`src/rtl/rr_arb8.sv`:
```
`default_nettype none
// ============================================================================
// Module  : rr_arb8
// Brief   : 8-way round-robin arbiter, registered one-hot + binary grant,
//           release on request drop, hold-time preemption.
// Revision: 1.0 - initial release
// ============================================================================
module rr_arb8 #(
  parameter int MAX_HOLD = 15,
  parameter int CNT_W    = 4
) (
  input  logic       clk,
  input  logic       rst_n,
  input  logic       en,
  input  logic [7:0] req,
  output logic [7:0] grant,
  output logic [2:0] grant_idx,
  output logic       grant_valid,
  output logic       preempt
);

  typedef enum logic [0:0] {
    IDLE  = 1'b0,
    GRANT = 1'b1
  } state_t;

  localparam logic [CNT_W-1:0] c_hold_last = (MAX_HOLD == 0) ? '0 : CNT_W'(MAX_HOLD - 1);
  localparam logic             c_preempt_en = (MAX_HOLD != 0);

  state_t           r_state, w_state_nxt;
  logic [2:0]       r_ptr, w_ptr_nxt;
  logic [2:0]       r_idx, w_idx_nxt;
  logic [7:0]       r_grant, w_grant_nxt;
  logic [CNT_W-1:0] r_hold, w_hold_nxt;
  logic             r_preempt, w_preempt_nxt;

  logic [15:0]      w_req2;
  logic [7:0]       w_rot;
  logic [2:0]       w_off;
  logic [2:0]       w_sel;
  logic             w_others;
  logic             w_hold_hit;

  // Rotate requests so bit 0 is the requester at ptr; lowest set bit wins.
  assign w_req2 = {req, req};
  assign w_rot  = 8'(w_req2 >> r_ptr);

  always_comb begin
    w_off = '0;
    for (int i = 7; i >= 0; i--) begin
      if (w_rot[i]) w_off = 3'(i);
    end
  end

  assign w_sel      = r_ptr + w_off;
  assign w_others   = |(req & ~r_grant);
  assign w_hold_hit = c_preempt_en && (r_hold == c_hold_last);

  always_comb begin
    w_state_nxt   = r_state;
    w_ptr_nxt     = r_ptr;
    w_idx_nxt     = r_idx;
    w_grant_nxt   = r_grant;
    w_hold_nxt    = r_hold;
    w_preempt_nxt = 1'b0;
    case (r_state)
      IDLE: begin
        if (en && (|req)) begin
          w_state_nxt = GRANT;
          w_grant_nxt = 8'b1 << w_sel;
          w_idx_nxt   = w_sel;
          w_hold_nxt  = '0;
        end
      end
      GRANT: begin
        if (!en) begin
          w_state_nxt = IDLE;
          w_grant_nxt = '0;
        end else if (!req[r_idx]) begin
          w_state_nxt = IDLE;
          w_grant_nxt = '0;
          w_ptr_nxt   = r_idx + 3'd1;
        end else if (w_hold_hit && w_others) begin
          w_state_nxt   = IDLE;
          w_grant_nxt   = '0;
          w_ptr_nxt     = r_idx + 3'd1;
          w_preempt_nxt = 1'b1;
        end else if (r_hold != c_hold_last) begin
          w_hold_nxt = r_hold + CNT_W'(1);
        end
      end
      default: begin
        w_state_nxt = IDLE;
        w_grant_nxt = '0;
      end
    endcase
  end

  always_ff @(posedge clk or negedge rst_n) begin
    if (!rst_n) begin
      r_state   <= IDLE;
      r_ptr     <= '0;
      r_idx     <= '0;
      r_grant   <= '0;
      r_hold    <= '0;
      r_preempt <= 1'b0;
    end else begin
      r_state   <= w_state_nxt;
      r_ptr     <= w_ptr_nxt;
      r_idx     <= w_idx_nxt;
      r_grant   <= w_grant_nxt;
      r_hold    <= w_hold_nxt;
      r_preempt <= w_preempt_nxt;
    end
  end

  assign grant       = r_grant;
  assign grant_idx   = r_idx;
  assign grant_valid = |r_grant;
  assign preempt     = r_preempt;

endmodule
`default_nettype wire

```
`config.mk`:
```
export PLATFORM = sky130hd
export DESIGN_NAME = rr_arb8
export DESIGN_NICKNAME = d
export VERILOG_FILES = /design/src/rtl/rr_arb8.sv
export SDC_FILE = /design/constraint.sdc
export NUM_CORES = 1
export LEC_CHECK = 0
export CAP_MARGIN = 20
export CORE_UTILIZATION = 49
export DETAILED_ROUTE_END_ITERATION = 8
export PLACE_DENSITY_LB_ADDON = 0.3
export SLEW_MARGIN = 20
export SYNTH_ARGS = -nofsm -noshare
export SYNTH_HDL_FRONTEND = slang
export SYNTH_SLANG_ARGS = --single-unit
```
`constraint.sdc`:
```
create_clock -name clk -period 3.1 [get_ports clk]
set_input_delay 0.62 -clock clk [delete_from_list [all_inputs] [get_ports clk]]
set_output_delay 0.62 -clock clk [all_outputs]
set_load 0.005 [all_outputs]
```
==> implementation parameters, run 1 <==
Parameter                              Value

Synthesis
  Adder-cell share of the synthesized area ... 4.061%
  Share of the yosys chip area belonging to registers ... 29.01%
  Compound-Gate Fraction of Synth Area ... 14.21%
  Avg Inst Size Synth ... 9.916 sq um
  Synthesis warning total ... 0
  Synth Area in Simple Gates ... 15.59%
  Post-Syn Instances ... 174
  Combinational family with the most area after synthesis ... multiplexers
  Mapped Nets ... 190
  Post-Synth XOR/XNOR Area ... 1.958%
  Number of synthesized register bits ... 20
  Multiplexer share of the synthesized area ... 29.22%
  Post-synthesis cell area ... 1725 sq um
  Count of unique library cells instantiated by Yosys ... 42

Setup path
  Top delay family on crit path ... compound AO/OA/AOI/OAI gates
  Arrival time worst endpoint ... 3.19 ns
  Depth of the worst register-to-register path ... 13
  Critical Path Start Type ... flip-flop
  Cells traversed along the worst timing path ... buf_6 > mux2_2 > nor2_1 > a21oi_2 > o21ai_2 > a221oi_2 > o22ai_1 > ha_2 > inv_1 > fa_2 > xnor2_4 > xnor2_4 > a32o_1
  Cell type with the highest occurrence count on the critical path ... sky130_fd_sc_hd__xnor2_4
  FF-to-FF Start ... r_ptr[1]
  Worst-path cell with the longest stage delay ... sky130_fd_sc_hd__dfrtp_2
  Critical path required time ... 3.31 ns
  Sort of element at the end of the critical path ... flip-flop
  Delay of the slowest cell on the worst path ... 0.45 ns
  Crit Path Category ... flip-flop to flip-flop
  Largest fanout on the critical path ... 5
  Total buffers and inverters traversed by the critical path ... 2
  Reg-to-reg setup timing slack ... 0.12 ns
  Destination of the worst register-to-register timing path ... grant[0]

Timing
  Hold Vio Cnt, Final ... 0
  Least setup slack across all paths after layout ... 0.1229 ns
  Slew Limit Headroom ... 39.85%
  Share of the clock period used by the worst path after layout ... 96.04%
  Worst clock skew ... 0.007444 ns
  Tightest Pin Transition ... 0.8995 ns
  Final Critical Period ... 2.977 ns
  Fmax ... 335.9 MHz
  Max-slew violation count ... 0
  Aggregate negative setup slack ... 0 ns
  Final setup vio count ... 0

Floorplan
  Initial Utilization ... 51.30%
  Standard-cell row count ... 21
  Chip Width ... 61.34 um
  Vertical die dimension ... 61.34 um
  Die outline area ... 3763 sq um
  Num ports ... 24
  Core Box Area ... 3363 sq um

Finish
  Most common cell after layout, fill and taps aside ... sky130_fd_sc_hd__buf_4
  Cell area after layout ... 2395 sq um
  Total number of nets in the final design ... 249
  Area growth from synthesis to final layout ... 38.80%
  Share of cells above drive strength 1 ... 36.64%
  Total of fill cells in the finished design ... 281
  Fin util ... 71.21%
  Top library cells by usage in the layout, fill and taps aside ... 36 x sky130_fd_sc_hd__buf_4, 21 x sky130_fd_sc_hd__nor2_1, 19 x sky130_fd_sc_hd__dfrtp_1
  N_diodes ... 0

Worst hold path
  Worst hold path stage count ... 1
  Origin of the worst min-delay path ... r_hold[3]
  Worst Hold End ... r_hold[3]
  Hold/Removal Path Class ... flip-flop to flip-flop

Place
  Post-DP Area ... 2257 sq um
  Count of buffers from port buffering ... 23
  Total half-perimeter wirelength after legalization and detailed placement ... 3589 um
  Worst setup slack before clock tree synthesis ... -0.7401 ns
  Routability cong. ... 0.9112

Clock tree
  Clock latency at the later pin of the worst-skew pair ... 0.31 ns
  Clock buffer count from CTS ... 3
  Cts hold-fix bufs ... 0
  Buffer levels on the longest clock path ... 2
  Clock input transition at the sequential cells of the worst setup and hold paths ... 0.12 ns
  TritonCTS clock tree ... built
  Clock root buffer master ... sky130_fd_sc_hd__clkbuf_4
  Deepest level of the CTS H-tree ... 1
  # clock sinks ... 20

Detailed routing
  Detailed-route vias per instance ... 5.986
  Iteration count of the initial detailed-routing pass ... 4
  Count of unresolved DRC violations after routing ... 0
  First DRT Iteration DRCs ... 134
  Final antenna-violating net count ... 0
  Final Routed Wirelength ... 4896 um
  Routed WL per cell ... 17.61 um
  Via count ... 1664

Power and ir drop
  Largest vdd supply drop ... 0.6633 mV
  Areal power density over the cells ... 1042 nW/um^2
  Leak pwr ... 1.084 nW
  Total Power ... 2.496 mW

Global route
  Via count of the first global-routing pass ... 1609
  First-pass GRT wire length ... 7521 um
  Total global routing overflow ... 0
  Initial antenna violation count ... 0
  Total track usage ... 27.47%
  Largest net degree at the start of global routing ... 21

Job
  Max cap viols ... 0

Status
  Status ... complete, no violations
-- what timing repair did --
action	4_1_cts	5_1_grt
gates cloned	1	0
pin swaps	6	12
endpoints found under the setup margin	10	10
gates resized for setup	34	23
hold endpoints to repair	0	0
setup buffers	0	1
-- power breakdown --
part | total, mW | internal (mW) | switching (mW)
clock | 0.215 | 0.131 | 0.0842
combinational | 1.80 | 0.965 | 0.838
sequential | 0.478 | 0.356 | 0.122
-- sequential cells by signal, indices dropped and copies added (netlist names) --
signal	count
grant	8
r_state	1
preempt	1
grant_idx	3
r_hold	4
r_ptr	3
-- stage by stage --
stage	instances	hold WS [ns]
floorplan	174	0.3244
global placement	272	0.4703
detailed placement	272	0.4715
CTS	277	0.4891
global route	278	0.5113
finish	278	0.4836
-- metal layers --
metal,global-route usage (%),wire length [um],up-vias
li1,-,-,761
met1,37.05,2120,826
met2,46.89,2458,64
met3,3.782,214,13
met4,6.984,102,0
met5,0,0,-
-- synth_stat cells, drive strengths merged --
cell	number	share of area (%)
a2111o	1	0.65
a211oi	1	0.73
a21o	1	0.44
a21oi	8	2.3
a221oi	2	1.0
a22o	2	1.0
a22oi	2	0.87
a31oi	1	0.36
a32o	2	1.2
and3b	1	0.51
buf	3	1.4
clkbuf	6	1.5
dfrtp	20	29
fa	1	1.2
ha	4	2.9
inv	13	3.1
mux2	4	2.6
mux2i	14	8.1
mux4	13	18
nand2	19	4.1
nand2b	6	2.2
nand3	2	0.58
nand3b	1	0.44
nand4	2	0.73
nor2	22	4.8
nor2b	1	0.36
nor4	2	0.73
o2111a	1	0.65
o21a	1	0.44
o21ai	7	2.0
o22ai	2	0.73
o31ai	2	0.87
o41ai	1	0.94
or2	2	0.73
or2b	1	0.44
xnor2	3	2.0
-- worst reg2reg max path: cells and delay by family, from the launching register on --
| family | cells | cell delay (ns) |
|---|---|---|
| and+or+nand+nor | 1 | 0.13 |
| adders and majority gates | 2 | 0.58 |
| xor gates and xnor gates | 2 | 0.44 |
| buffers and inverters | 2 | 0.18 |
| AOI/OAI and AO/OA | 5 | 0.78 |
| DFF | 1 | 0.45 |
| muxes | 1 | 0.34 |
-- worst max-delay path by stage --
stage	from	end	slack, ns	cells past startpoint
after floorplan	req[5]	grant[0]	0.04	13
after global placement	req[5]	grant[2]	-0.69	13
after detailed placement	req[5]	grant[4]	-0.74	13
after CTS	req[7]	grant[2]	0.01	13
after global routing	r_ptr[1]	grant[2]	-0.004	13
final	r_ptr[1]	grant[0]	0.12	13
-- final cells by class --
type / instances / area [sq um] / area share (%)
Multi-Input combinational cell: 133 / 1229 / 51.31
Sequential cell: 20 / 501.7 / 20.95
Timing Repair Buffer: 62 / 500.5 / 20.90
Tap cell: 46 / 57.56 / 2.403
Inverter: 13 / 53.80 / 2.247
Clock inverter: 1 / 30.03 / 1.254
Clock buffer: 3 / 22.52 / 0.9404
-- logic make-up after synthesis --
family,after synthesis
flops,20
xor+xnor,3
fa+ha+maj,5
compound gates,34
mux,31
simple gates,59
buf+inv,22
(Power assumes the default switching activity.)
==> run 2: changes to the inputs <==
--- a/config.mk
+++ b/config.mk
@@ -10,2 +10,3 @@
 export DETAILED_ROUTE_END_ITERATION = 8
+export GPL_ROUTABILITY_DRIVEN = 0
 export PLACE_DENSITY_LB_ADDON = 0.3
==> constraint.sdc (replaced) <==
create_clock -name clk -period 3.1 [get_ports clk]
set_input_delay 0.465 -clock clk [delete_from_list [all_inputs] [get_ports clk]]
set_output_delay 0.465 -clock clk [all_outputs]
set_load 0.005 [all_outputs]
==> implementation parameters, run 2 (synthesis gave the netlist of run 1 again) <==
Parameter                              Value

Timing
  Hold Vio Cnt, Final ... 0 (unchanged)
  Share of the clock period used by the worst path after layout ... 96.85% (+0.82 points)
  Worst clock skew ... 0.008006 ns (+0.0005626 ns)
  Final Critical Period ... 3.002 ns (+0.02532 ns)
  Fin Hold WS ... 0.4989 ns (+0.01531 ns)
  Least setup slack across all paths after layout ... 0.09755 ns (-0.02532 ns)
  Fmax ... 333.1 MHz (-0.84%)
  Tightest Pin Transition ... 0.8821 ns (-0.01735 ns)
  Final setup vio count ... 0 (unchanged)
  Unrepaired setup endpoints after global routing ... no
  Slew Limit Headroom ... 41.01% (+1.2 points)
  Aggregate negative setup slack ... 0 ns (unchanged)
  Max-slew violation count ... 0 (unchanged)

Finish
  Area growth from synthesis to final layout ... 32.71%
  Total number of nets in the final design ... 241 (-3.2%)
  Final non-filler cell total ... 270 (-2.9%)
  Top library cells by usage in the layout, fill and taps aside ... 31 x sky130_fd_sc_hd__buf_4, 21 x sky130_fd_sc_hd__nor2_1, 19 x sky130_fd_sc_hd__nand2_1, 19 x sky130_fd_sc_hd__dfrtp_1, 15 x sky130_fd_sc_hd__clkdlybuf4s50_1
  Most common cell after layout, fill and taps aside ... sky130_fd_sc_hd__buf_4
  Share of cells above drive strength 1 ... 29.46% (-7.2 points)
  Fin util ... 68.08% (-3.1 points)
  N_diodes ... 0 (unchanged)
  Total of fill cells in the finished design ... 278 (-1.1%)
  Total area of sequential cells ... 501.7 sq um (unchanged)
  Cell area after layout ... 2290 sq um (-4.4%)
  Area used by multi-input combinational logic ... 1159 sq um (-5.7%)
  Max reg flops ... 8 (unchanged)

Global route
  GR Layer Usage met1 ... 35.70% (-1.3 points)
  First-pass GRT wire length ... 7189 um (-4.4%)
  Largest net degree at the start of global routing ... 21 (unchanged)
  Met2 track demand over resource ... 42.08% (-4.8 points)
  Total track usage ... 26.09% (-1.4 points)
  Via count of the first global-routing pass ... 1555 (-3.4%)
  Busiest grt layer ... met2
  Total global routing overflow ... 0 (unchanged)
  GR Layer Usage met3 ... 4.832% (+1.1 points)
  Initial antenna violation count ... 0 (unchanged)

Floorplan
  Num ports ... 24 (unchanged)
  Initial Utilization ... 51.30% (unchanged)
  Standard-cell row count ... 21 (unchanged)
  Vertical die dimension ... 61.34 um (unchanged)
  Core Box Area ... 3363 sq um (unchanged)
  Chip Width ... 61.34 um (unchanged)
  Die outline area ... 3763 sq um (unchanged)

Power and ir drop
  Total Power ... 2.267 mW (-9.2%)
  Largest vdd supply drop ... 0.5529 mV (-17%)
  Leak pwr ... 1.045 nW (-3.5%)
  Areal power density over the cells ... 990.3 nW/um^2 (-5.0%)

Setup path
  Arrival time worst endpoint ... 3.21 ns (+0.02 ns)
  Sort of element at the end of the critical path ... flip-flop
  Worst-path cell with the longest stage delay ... sky130_fd_sc_hd__mux4_1
  Critical path required time ... 3.31 ns (about the same)
  Crit Path Category ... primary input to flip-flop
  Critical Path Start Type ... primary input
  Delay of the slowest cell on the worst path ... 0.55 ns (+0.10 ns)
  Cell type with the highest occurrence count on the critical path ... sky130_fd_sc_hd__xnor2_2
  Largest fanout on the critical path ... 9 (+4)
  Cells traversed along the worst timing path ... dlygate4sd2_1 > nor2_1 > mux4_1 > mux2i_2 > a21oi_1 > or2_2 > fa_2 > xnor2_2 > xnor2_2 > buf_4 > a32o_1

Detailed routing
  Via count ... 1596 (-4.1%)
  Iteration count of the initial detailed-routing pass ... 4 (unchanged)
  Final antenna-violating net count ... 0 (unchanged)
  Routed WL per cell ... 16.64 um (-5.5%)
  Count of unresolved DRC violations after routing ... 0 (unchanged)
  First DRT Iteration DRCs ... 117 (-13%)
  Final Routed Wirelength ... 4494 um (-8.2%)
  Detailed-route vias per instance ... 5.911 (-1.2%)

Clock tree
  TritonCTS clock tree ... built
  # clock sinks ... 20 (unchanged)
  Clock root buffer master ... sky130_fd_sc_hd__clkbuf_4
  Clock input transition at the sequential cells of the worst setup and hold paths ... 0.12 ns (about the same)
  Cts hold-fix bufs ... 0 (unchanged)
  Clock latency at the later pin of the worst-skew pair ... 0.30 ns (about the same)
  Deepest level of the CTS H-tree ... 1 (unchanged)
  Clock buffer count from CTS ... 3 (unchanged)
  Buffer levels on the longest clock path ... 2 (unchanged)

Place
  DP Cell Count ... 265 (-2.6%)
  Count of buffers from port buffering ... 23 (unchanged)
  Total half-perimeter wirelength after legalization and detailed placement ... 3315 um (-7.6%)
  Post-DP Area ... 2197 sq um (-2.7%)
  Worst setup slack before clock tree synthesis ... -0.6040 ns (+0.1361 ns)

Worst hold path
  Hold/Removal Path Class ... flip-flop to flip-flop

Job
  Max cap viols ... 0 (unchanged)

Status
  Status ... complete, no violations
-- run 2: timing repair --
item                                    in CTS  in global routing
cloned                                       0                  0
setup buffers                                1                  0
gates resized for setup                     13                 13
pin swaps                                    1                  2
endpoints found under the setup margin      10                 10
-- run 2: per-layer routing --
layer,vias up,wire [um]
li1,747,-
met1,796,2079
met2,45,2165
met3,8,197
met4,0,53
met5,-,0
-- run 2: area by class of cell --
cell class | count | share of cell area [%]
multi-input cells | 132 | 50.60
flip-flops and latches | 20 | 21.91
repair buffers | 55 | 20.33
well taps | 46 | 2.514
inverters | 13 | 2.350
clock inverters | 1 | 1.311
clock buffers | 3 | 0.9836
-- run 2: worst max-delay path: cells and delay by family --
family,cells,cell delay (ns)
buffers and inverters,2,0.52
adders and majority gates,1,0.38
xor gates and xnor gates,2,0.30
muxes,2,0.78
AOI/OAI and AO/OA,2,0.32
and+or+nand+nor,2,0.45
-- run 2: worst paths after layout --
path / startpoint / cells after the start / slack, ns / end
hold / removal: r_hold[3] / 1 / 0.50 / r_hold[3]
setup / recovery: req[2] / 11 / 0.1 / grant[0]
hold reg to reg: r_hold[3] / 1 / 0.50 / r_hold[3]
min in group asynchronous: rst_n / 1 / 0.65 / grant[1]
max in group asynchronous: rst_n / 1 / 1.86 / r_ptr[1]
setup reg to reg: r_ptr[1] / 14 / 0.12 / grant[0]
-- run 2: report_power, final --
group          switching, mW  total, mW  internal, mW
Combinational          0.747       1.58         0.832
Sequential             0.120      0.476         0.356
Clock                 0.0822      0.213         0.131
Total                  0.949       2.27          1.32
==> run 3: changes to the inputs <==
CTS_CLUSTER_DIAMETER = 60   (was not set)
PLACE_DENSITY = 0.76   (was not set)
PLACE_DENSITY_LB_ADDON = not set   (was 0.3)
==> implementation parameters, run 3 (synthesis gave the netlist of run 1 again) <==
Parameter                              Value

Floorplan
  Die outline area ... 3763 sq um (unchanged)
  Core Box Area ... 3363 sq um (unchanged)
  Initial Utilization ... 51.30% (unchanged)
  Chip Width ... 61.34 um (unchanged)
  Standard-cell row count ... 21 (unchanged)
  Vertical die dimension ... 61.34 um (unchanged)
  Num ports ... 24 (unchanged)

Finish
  Final non-filler cell total ... 271 (+0.37%)
  Cell area after layout ... 2305 sq um (+0.66%)
  Area growth from synthesis to final layout ... 33.58%
  N_diodes ... 0 (unchanged)
  Area used by multi-input combinational logic ... 1184 sq um (+2.2%)
  Top library cells by usage in the layout, fill and taps aside ... 30 x sky130_fd_sc_hd__buf_4, 22 x sky130_fd_sc_hd__nor2_1, 19 x sky130_fd_sc_hd__nand2_1, 19 x sky130_fd_sc_hd__dfrtp_1, 15 x sky130_fd_sc_hd__clkdlybuf4s50_1
  Total area of sequential cells ... 501.7 sq um (unchanged)
  Max reg flops ... 8 (unchanged)
  Total of fill cells in the finished design ... 281 (+1.1%)
  Fin util ... 68.53% (+0.45 points)
  Total number of nets in the final design ... 242 (+0.41%)
  Most common cell after layout, fill and taps aside ... sky130_fd_sc_hd__buf_4
  Share of cells above drive strength 1 ... 27.11% (-2.4 points)

Timing
  Tightest Pin Transition ... 0.8716 ns (-0.01054 ns)
  Worst clock skew ... 0.002034 ns (-0.005972 ns)
  Hold Vio Cnt, Final ... 0 (unchanged)
  Final Critical Period ... 3.035 ns (+0.03244 ns)
  Final setup vio count ... 0 (unchanged)
  Max-slew violation count ... 0 (unchanged)
  Slew Limit Headroom ... 41.71% (+0.70 points)
  Unrepaired setup endpoints after global routing ... yes
  Fmax ... 329.5 MHz (-1.1%)
  Share of the clock period used by the worst path after layout ... 97.90% (+1.0 points)

Place
  Post-DP Area ... 2190 sq um (-0.34%)
  DP Cell Count ... 264 (-0.38%)
  Total half-perimeter wirelength after legalization and detailed placement ... 3468 um (+4.6%)
  Count of buffers from port buffering ... 23 (unchanged)

Setup path
  Critical path required time ... 3.29 ns (-0.02 ns)
  Arrival time worst endpoint ... 3.23 ns (+0.02 ns)
  Sort of element at the end of the critical path ... flip-flop
  Worst-path cell with the longest stage delay ... sky130_fd_sc_hd__mux4_1
  Cell type with the highest occurrence count on the critical path ... sky130_fd_sc_hd__buf_4
  Cells traversed along the worst timing path ... buf_12 > buf_4 > inv_6 > buf_4 > mux4_1 > mux2_2 > a21oi_1 > or2_2 > fa_2 > inv_2 > nor2_1 > a22o_1
  Delay of the slowest cell on the worst path ... 0.56 ns (about the same)
  Critical Path Start Type ... flip-flop
  Crit Path Category ... flip-flop to flip-flop
  Largest fanout on the critical path ... 7 (-2)

Power and ir drop
  Areal power density over the cells ... 1006 nW/um^2 (+1.6%)
  Largest vdd supply drop ... 0.7782 mV (+41%)
  Leak pwr ... 1.048 nW (+0.23%)

Detailed routing
  Iteration count of the initial detailed-routing pass ... 4 (unchanged)
  Routed WL per cell ... 17.37 um (+4.4%)
  Via count ... 1644 (+3.0%)
  First DRT Iteration DRCs ... 149 (+27%)
  Count of unresolved DRC violations after routing ... 0 (unchanged)
  Final Routed Wirelength ... 4708 um (+4.8%)
  Detailed-route vias per instance ... 6.066 (+2.6%)
  Final antenna-violating net count ... 0 (unchanged)

Global route
  First-pass GRT wire length ... 7493 um (+4.2%)
  Initial antenna violation count ... 0 (unchanged)
  Total global routing overflow ... 0 (unchanged)
  Largest net degree at the start of global routing ... 21 (unchanged)
  Total track usage ... 27.70% (+1.6 points)
  Via count of the first global-routing pass ... 1610 (+3.5%)

Status
  Status ... complete, no violations

Clock tree
  Clock buffer count from CTS ... 3 (unchanged)
  Clock latency at the later pin of the worst-skew pair ... 0.30 ns (about the same)
  Buffer levels on the longest clock path ... 2 (unchanged)
  Deepest level of the CTS H-tree ... 1 (unchanged)
  # clock sinks ... 20 (unchanged)
  TritonCTS clock tree ... built
  Clock root buffer master ... sky130_fd_sc_hd__clkbuf_4
  Clock input transition at the sequential cells of the worst setup and hold paths ... 0.10 ns (-0.02 ns)

Worst hold path
  Hold/Removal Path Class ... flip-flop to flip-flop

Job
  Max cap viols ... 0 (unchanged)
run 3: cell count changes in the layout (fill, tap and decap cells not counted), sizes merged:
cell / before / now
bufinv: 1 / 0
xnor2: 3 / 4
dlymetal6s2s: 1 / 0
dlygate4sd2: 5 / 7
buf: 32 / 31
clkbuf: 4 / 5
run 3: per-layer routing:
metal  part of all wire, %  global-route usage [%]
met5                     0                       0
met4                   1.5                   9.206
met3                   7.0                   2.941
met2                    52                   49.53
met1                    40                   35.20
run 3: through the flow:
stage / setup slack [ns] / power [mW] / TNS [ns] / hold WS, ns
final: 0.06511 / 2.320 / 0 / 0.5176
after global routing: -0.003607 / 2.471 / -0.003607 / 0.5624
after CTS: 0.05117 / 2.243 / 0 / 0.5237
after detailed placement: -0.5753 / 1.926 / -5.306 / 0.5072
after global placement: -0.5516 / 1.881 / -5.042 / 0.4632
after floorplan: 0.02282 / 1.364 / 0 / 0.1694
run 3: timing repair:
action                                 in CTS  in global routing
gates cloned                                1                  0
gates resized for setup                    15                  6
setup buffers                               0                  2
setup endpoints to repair                  10                 10
endpoints found under the hold margin       0                  0
hold buffers                                0                  0
pin swaps                                   3                  3
run 3: cell type report:
| type | count | share of cell area [%] |
|---|---|---|
| Timing Repair Buffer | 55 | 20.47 |
| Inverter | 13 | 2.334 |
| Multi-Input combinational cell | 133 | 51.36 |
| Tap cell | 46 | 2.497 |
| Clock buffer | 4 | 1.574 |
| Sequential cell | 20 | 21.77 |
run 3: worst max-delay path, delay by kind of cell, from the launching register on:
kind | cells | cell delay, ns
AND/OR/NAND/NOR | 2 | 0.20
adder cells (fa/ha/maj) | 1 | 0.52
multiplexers | 2 | 0.86
buffers and inverters | 5 | 0.58
flip-flops | 1 | 0.43
AO/OA/AOI/OAI | 2 | 0.34
run 3: path summary, 6_finish.rpt:
kind / startpoint / to / slack, ns / depth (start not counted)
min in group asynchronous: rst_n / r_ptr[2] / 0.65 / 1
setup / recovery: r_ptr[1] / grant[1] / 0.07 / 12
setup reg to reg: r_ptr[1] / grant[1] / 0.07 / 12
hold reg to reg: r_hold[2] / r_hold[2] / 0.52 / 1
hold / removal: r_hold[2] / r_hold[2] / 0.52 / 1
max in group asynchronous: rst_n / r_ptr[1] / 1.87 / 1
run 3: report_power, final:
| group | internal (mW) | switching, mW | leakage (nW) |
|---|---|---|---|
| Clock | 0.0717 | 0.0765 | 0.0210 |
| Sequential | 0.356 | 0.118 | 0.260 |
| Combinational | 0.900 | 0.797 | 0.766 |
